File: src/rtl/fetch_unit_if.sv
// Fetch-unit bundle: hazard-unit control, instruction-memory request/response and IF/ID head.
interface fetch_unit_if;
    logic        PC_Write;
    logic        redirect;
    logic [31:0] redirect_target;
    logic        imem_req;
    logic [31:0] imem_addr;
    logic        imem_rvalid;
    logic [31:0] imem_rdata;
    logic        if_valid;
    logic [31:0] if_instr;
    logic [31:0] if_pc4;

    modport master (
        input  PC_Write, redirect, redirect_target, imem_rvalid, imem_rdata,
        output imem_req, imem_addr, if_valid, if_instr, if_pc4
    );

    modport slave (
        output PC_Write, redirect, redirect_target, imem_rvalid, imem_rdata,
        input  imem_req, imem_addr, if_valid, if_instr, if_pc4
    );
endinterface

File: src/rtl/fetch_unit.sv
// Instruction fetch: one outstanding imem request feeding a 2-entry {instr, pc4} buffer; head is combinational.
// PC_Write=0 holds the head and stops new requests once two words are buffered; redirect flushes everything.
module fetch_fifo #(
    parameter int W     = 64,
    parameter int DEPTH = 2
) (
    input  logic                           clk,
    input  logic                           rst,
    input  logic                           flush,
    input  logic                           push,
    input  logic [W-1:0]                   push_dat,
    input  logic                           pop,
    output logic [W-1:0]                   head_dat,
    output logic [$clog2(DEPTH):0]         cnt
);
    localparam int AW = $clog2(DEPTH);

    logic [W-1:0]  mem [DEPTH];
    logic [AW-1:0] rd_ptr;
    logic [AW-1:0] wr_ptr;

    always_ff @(posedge clk) begin
        if (rst || flush) begin
            rd_ptr <= '0;
            wr_ptr <= '0;
            cnt    <= '0;
        end else begin
            if (push) wr_ptr <= wr_ptr + AW'(1);
            if (pop)  rd_ptr <= rd_ptr + AW'(1);
            cnt <= cnt + (AW+1)'(push) - (AW+1)'(pop);
        end
    end

    always_ff @(posedge clk) begin
        if (push && !flush) mem[wr_ptr] <= push_dat;
    end

    assign head_dat = mem[rd_ptr];
endmodule

module fetch_unit (
    input  logic         Clk,
    input  logic         Rst,
    fetch_unit_if.master fif
);
    typedef enum logic [1:0] {IDLE, WAIT, KILL} state_t;

    state_t      state, state_nxt;
    logic [31:0] fetch_pc, fetch_pc_nxt;
    logic [31:0] pc_plus4;
    logic        pop, push, flush, req;
    logic [1:0]  cnt;
    logic [1:0]  cnt_pop;
    logic [63:0] head;

    assign pc_plus4 = fetch_pc + 32'd4;
    assign cnt_pop  = cnt - {1'b0, pop};

    fetch_fifo #(.W(64), .DEPTH(2)) u_fifo (
        .clk      (Clk),
        .rst      (Rst),
        .flush    (flush),
        .push     (push),
        .push_dat ({fif.imem_rdata, pc_plus4}),
        .pop      (pop),
        .head_dat (head),
        .cnt      (cnt)
    );

    always_ff @(posedge Clk) begin
        if (Rst) begin
            state    <= IDLE;
            fetch_pc <= '0;
        end else begin
            state    <= state_nxt;
            fetch_pc <= fetch_pc_nxt;
        end
    end

    always_comb begin
        state_nxt    = state;
        fetch_pc_nxt = fetch_pc;
        push         = 1'b0;
        req          = 1'b0;
        flush        = 1'b0;
        pop          = (cnt != 2'd0) && fif.PC_Write && !fif.redirect;
        if (fif.redirect) begin
            // Pending response in WAIT must still be drained unless it lands this very cycle.
            flush        = 1'b1;
            fetch_pc_nxt = fif.redirect_target & ~32'd3;
            case (state)
                IDLE:    state_nxt = IDLE;
                WAIT:    state_nxt = fif.imem_rvalid ? IDLE : KILL;
                KILL:    state_nxt = fif.imem_rvalid ? IDLE : KILL;
                default: state_nxt = IDLE;
            endcase
        end else begin
            case (state)
                IDLE: begin
                    if (cnt_pop < 2'd2) begin
                        req       = 1'b1;
                        state_nxt = WAIT;
                    end
                end
                WAIT: begin
                    if (fif.imem_rvalid) begin
                        push         = 1'b1;
                        fetch_pc_nxt = pc_plus4;
                        if (cnt_pop == 2'd0) begin
                            req       = 1'b1;
                            state_nxt = WAIT;
                        end else begin
                            state_nxt = IDLE;
                        end
                    end
                end
                KILL: begin
                    if (fif.imem_rvalid) state_nxt = IDLE;
                end
                default: state_nxt = IDLE;
            endcase
        end
    end

    // A back-to-back request targets the word after the one just returned.
    assign fif.imem_req  = req && !Rst;
    assign fif.imem_addr = Rst ? 32'd0 : ((req && state == WAIT) ? pc_plus4 : fetch_pc);
    assign fif.if_valid  = !Rst && (cnt != 2'd0);
    assign fif.if_instr  = fif.if_valid ? head[63:32] : 32'd0;
    assign fif.if_pc4    = fif.if_valid ? head[31:0]  : 32'd0;
endmodule

File: src/flat_wrapper.sv
// flat-port wrapper written by rule: the top's interface ports become plain ports
module fetch_unit_flat 
  (Clk, Rst, fif_PC_Write, fif_redirect, fif_redirect_target, fif_imem_rvalid, fif_imem_rdata, fif_imem_req, fif_imem_addr, fif_if_valid, fif_if_instr, fif_if_pc4);
  fetch_unit_if fif_i ();
  input  logic Clk;
  input  logic Rst;
  input wire logic [$bits(fif_i.PC_Write)-1:0] fif_PC_Write;
  input wire logic [$bits(fif_i.redirect)-1:0] fif_redirect;
  input wire logic [$bits(fif_i.redirect_target)-1:0] fif_redirect_target;
  input wire logic [$bits(fif_i.imem_rvalid)-1:0] fif_imem_rvalid;
  input wire logic [$bits(fif_i.imem_rdata)-1:0] fif_imem_rdata;
  output wire logic [$bits(fif_i.imem_req)-1:0] fif_imem_req;
  output wire logic [$bits(fif_i.imem_addr)-1:0] fif_imem_addr;
  output wire logic [$bits(fif_i.if_valid)-1:0] fif_if_valid;
  output wire logic [$bits(fif_i.if_instr)-1:0] fif_if_instr;
  output wire logic [$bits(fif_i.if_pc4)-1:0] fif_if_pc4;
  assign fif_i.PC_Write = fif_PC_Write;
  assign fif_i.redirect = fif_redirect;
  assign fif_i.redirect_target = fif_redirect_target;
  assign fif_i.imem_rvalid = fif_imem_rvalid;
  assign fif_i.imem_rdata = fif_imem_rdata;
  assign fif_imem_req = fif_i.imem_req;
  assign fif_imem_addr = fif_i.imem_addr;
  assign fif_if_valid = fif_i.if_valid;
  assign fif_if_instr = fif_i.if_instr;
  assign fif_if_pc4 = fif_i.if_pc4;
  fetch_unit u_core (.Clk(Clk), .Rst(Rst), .fif(fif_i));
endmodule
File: config.mk
export PLATFORM = sky130hd
export DESIGN_NAME = fetch_unit_flat
export DESIGN_NICKNAME = d
export VERILOG_FILES = /design/src/rtl/fetch_unit_if.sv /design/src/rtl/fetch_unit.sv /design/src/flat_wrapper.sv
export SDC_FILE = /design/constraint.sdc
export NUM_CORES = 1
export LEC_CHECK = 0
export BUFFER_PORTS_ARGS = -buffer_cell sky130_fd_sc_hd__buf_2
export CELL_PAD_IN_SITES_DETAIL_PLACEMENT = 1
export CELL_PAD_IN_SITES_GLOBAL_PLACEMENT = 2
export CORE_ASPECT_RATIO = 1.75
export CORE_MARGIN = 2
export CORE_UTILIZATION = 38
export CTS_BUF_LIST = sky130_fd_sc_hd__clkbuf_8 sky130_fd_sc_hd__clkbuf_16
export CTS_CLUSTER_SIZE = 40
export DETAILED_ROUTE_END_ITERATION = 16
export PLACE_DENSITY_LB_ADDON = 0.1
export SYNTH_ARGS = -nofsm -noshare
export SYNTH_HDL_FRONTEND = slang
export SYNTH_SLANG_ARGS = --single-unit
File: constraint.sdc
create_clock -name Clk -period 7.7 [get_ports Clk]
set_input_delay 1.155 -clock Clk [delete_from_list [all_inputs] [get_ports Clk]]
set_output_delay 1.155 -clock Clk [all_outputs]
set_load 0.005 [all_outputs]
==> flow_metrics.tcl <==
set metrics [dict create \
    via_count 5690 \
    ff2ff_setup_slack_ns 4.90 \
    fmax_mhz 189 \
    antenna_found_initial 0 \
    slowest_delay_ns 0.61 \
    final_common_cell "buf_2" \
    setup_viol_count_final 0 \
    seq_area_frac_synth 0.568 \
    cts-root-buf "clkbuf_16" \
    fill_cells 2263 \
    start_util 0.387 \
    clockBufferDepth 2 \
    postCtsHoldBufs 0 \
    slew_viol_final 0 \
    num-nets-final 918 \
    synthTopCellsByArea "edfxtp_1, dfxtp_1, mux2i_1, nor2_1, xnor2_1" \
    clkSinkCount 161 \
    rows 69 \
    multi_input_area_sq_mm 0.00311 \
    clock_latency_ns 0.42 \
    drc 0 \
    path_common_cell "buf_2" \
    crit_path_cell_trace "buf_2 -> nor2_1 -> ha_1 -> nand3_1 -> o211ai_1 -> nand2_1 -> or4_1 -> a21oi_1 -> buf_2" \
    routedWlPerCell_um 18.5 \
    grt.overflow.total 0 \
    grt.total_usage 0.188 \
    maxCapViolCount 0 \
    drive_above_1_share 0.236 \
    synth_top_area_share 0.474 \
    slew_headroom 0.253 \
    crit_path_start_kind "primary input" \
    outcome "finished clean" \
    fin_tns_setup_ns 0 \
    fin_crit_ns 5.29 \
    grt_max_degree 64 \
    holdCritPathClass "reg -> reg" \
    grt_pass1_wl_mm 32.4 \
    slowest_stage "or4_1" \
    cp-startpoint "fif_redirect" \
    chipHeight_um 194 \
    period_share 0.687 \
    syn_avg_cell_area_sq_um 10.9 \
    hold_viol 0 \
    tritoncts "built" \
    io_pins 167 \
    skew_ns 0.0131 \
    rsz0062_at_grt "false" \
    layout.cells.most_common_list "buf_2, nor2_1, edfxtp_1" \
    firstDrtPassIters 4 \
    endpoint "fif_imem_addr[31]" \
    path_class "in -> out" \
    core_area_sq_mm 0.0203 \
    dieArea_sq_mm 0.0219 \
    initialDrtViolationCount 191 \
    syn-cell-area_sq_mm 0.00786 \
    cts_made_buffers 17 \
    rr_startpoint "u_core.state[1]" \
    power.density_mw_per_mm2 209 \
    antenna_left 0 \
    tightestPinTransition_ns 1.12 \
    cts_setup_buffers 0 \
    yosysWarningCount 0 \
    arrival_ns 4.14 \
    die_x_um 113 \
    syn_inst 720 \
    place_congestion 0.842 \
    synth_seq_cells 161 \
    async_flop_share 0 \
    htreeDepth 4 \
    diodes 0 \
    place.detailed.hpwl_mm 14.3 \
    cts_resized 0 \
    vdd_drop_max_mv 0.121 \
    dpl_worst_slack_ns 2.40 \
    port_buffers 160 \
    drt_wl_total_mm 20.4 \
    clk_pin_slew_ns 0.07 \
    crit_required_ns 6.55 \
    area_delta_synth_final_pct 19.2 \
    synth_cell_types 45 \
    synth_enable_flop_cells 124 \
    rr_endpoint "u_core.u_fifo.mem[0][37]" \
    grt_pass1_vias 6064 \
    critical_path.max_fanout 19 \
    end_kind "output port" \
    via_per_inst 5.16 \
    reg2reg_depth 6 \
    synthFlopType "edfxtp_1" \
    timing.final.ws_setup_ns 2.41 \
    regArea_sq_mm 0.00447 \
    leakage_nw 3.44 \
    synth_top_area_cell "edfxtp_1" \
]
==> logic make-up (layout without fill, tap and decap cells) <==
| group | Yosys count | count (layout) | share of synthesized area |
|---|---|---|---|
| and+or+nand+nor | 267 | 267 | 0.159 |
| AOI/OAI and AO/OA | 71 | 71 | 0.0578 |
| adders and majority gates | 7 | 7 | 0.0111 |
| buffers and inverters | 76 | 208 | 0.0401 |
| muxes | 63 | 63 | 0.0803 |
| DFF | 161 | 161 | 0.568 |
| xor gates and xnor gates | 74 | 74 | 0.0825 |
| other | 1 | 4 | 0.000477 |
==> routing by layer <==
layer  GRT usage  part of all wire
met1       0.222              0.42
met2       0.344              0.53
met3      0.0281             0.034
met4      0.0664             0.018
met5           0                 0
==> area by class of cell <==
| cell class | instances | area share |
|---|---|---|
| multi-input cells | 486 | 0.332 |
| well taps | 248 | 0.0331 |
| clock buffers | 19 | 0.0484 |
| repair buffers | 165 | 0.0895 |
| inverters | 11 | 0.00441 |
| clock inverters | 13 | 0.0156 |
| flip-flops and latches | 161 | 0.477 |
==> power breakdown <==
group / switching (mW) / leakage, nW / total, mW / internal, mW
registers: 0.0243 / 1.43 / 0.979 / 0.955
logic: 0.0712 / 1.71 / 0.121 / 0.0495
clock network: 0.335 / 0.295 / 0.857 / 0.522
total: 0.430 / 3.44 / 1.96 / 1.53
==> per-stage QoR <==
stage	instances	util	power [mW]	instance area [sq um]	hold WS, ns
6_report	1103	0.462	1.96	9360	0.524
5_1_grt	1103	0.462	2.03	9360	0.557
4_1_cts	1103	0.462	1.98	9360	0.532
3_5_place_dp	1071	0.432	1.12	8760	0.517
3_3_place_gp	1071	0.432	1.11	8760	0.488
2_1_floorplan	723	-	1.07	7870	0.472
==> Yosys cell counts (15+ instances only) <==
library cell	n
edfxtp_1	124
xnor2_1	42
clkbuf_1	42
a21oi_1	27
xor2_1	32
nor2_1	129
nor4_1	15
mux2i_1	63
nand3_1	25
nand2_1	34
dfxtp_1	37
nor3_1	17
a211oi_1	17
==> sequential cells by signal (all words and copies together), names as in the netlist, named ones only <==
signal,flops
u_core.u_fifo.wr_ptr,1
u_core.state,2
u_core.fetch_pc,30
u_core.u_fifo.mem,124
u_core.u_fifo.rd_ptr,1
u_core.u_fifo.cnt,2
==> critical path: cells and delay by family <==
| kind | cells | cell delay (ns) |
|---|---|---|
| compound gates | 2 | 0.75 |
| fa+ha+maj | 1 | 0.32 |
| buf+inv | 2 | 0.51 |
| simple gates | 4 | 1.39 |
==> how the worst min path moves through the flow <==
stage	from	end	slack, ns	cells past startpoint
2_1_floorplan	u_core.u_fifo.rd_ptr	flip-flop	0.47	2
3_3_place_gp	u_core.u_fifo.rd_ptr	u_core.u_fifo.rd_ptr	0.49	2
3_5_place_dp	u_core.u_fifo.rd_ptr	u_core.u_fifo.rd_ptr	0.52	2
4_1_cts	u_core.u_fifo.rd_ptr	u_core.u_fifo.rd_ptr	0.53	2
5_1_grt	u_core.u_fifo.rd_ptr	u_core.u_fifo.rd_ptr	0.56	2
6_report	u_core.u_fifo.rd_ptr	u_core.u_fifo.rd_ptr	0.52	2
(Power assumes the default switching activity.)
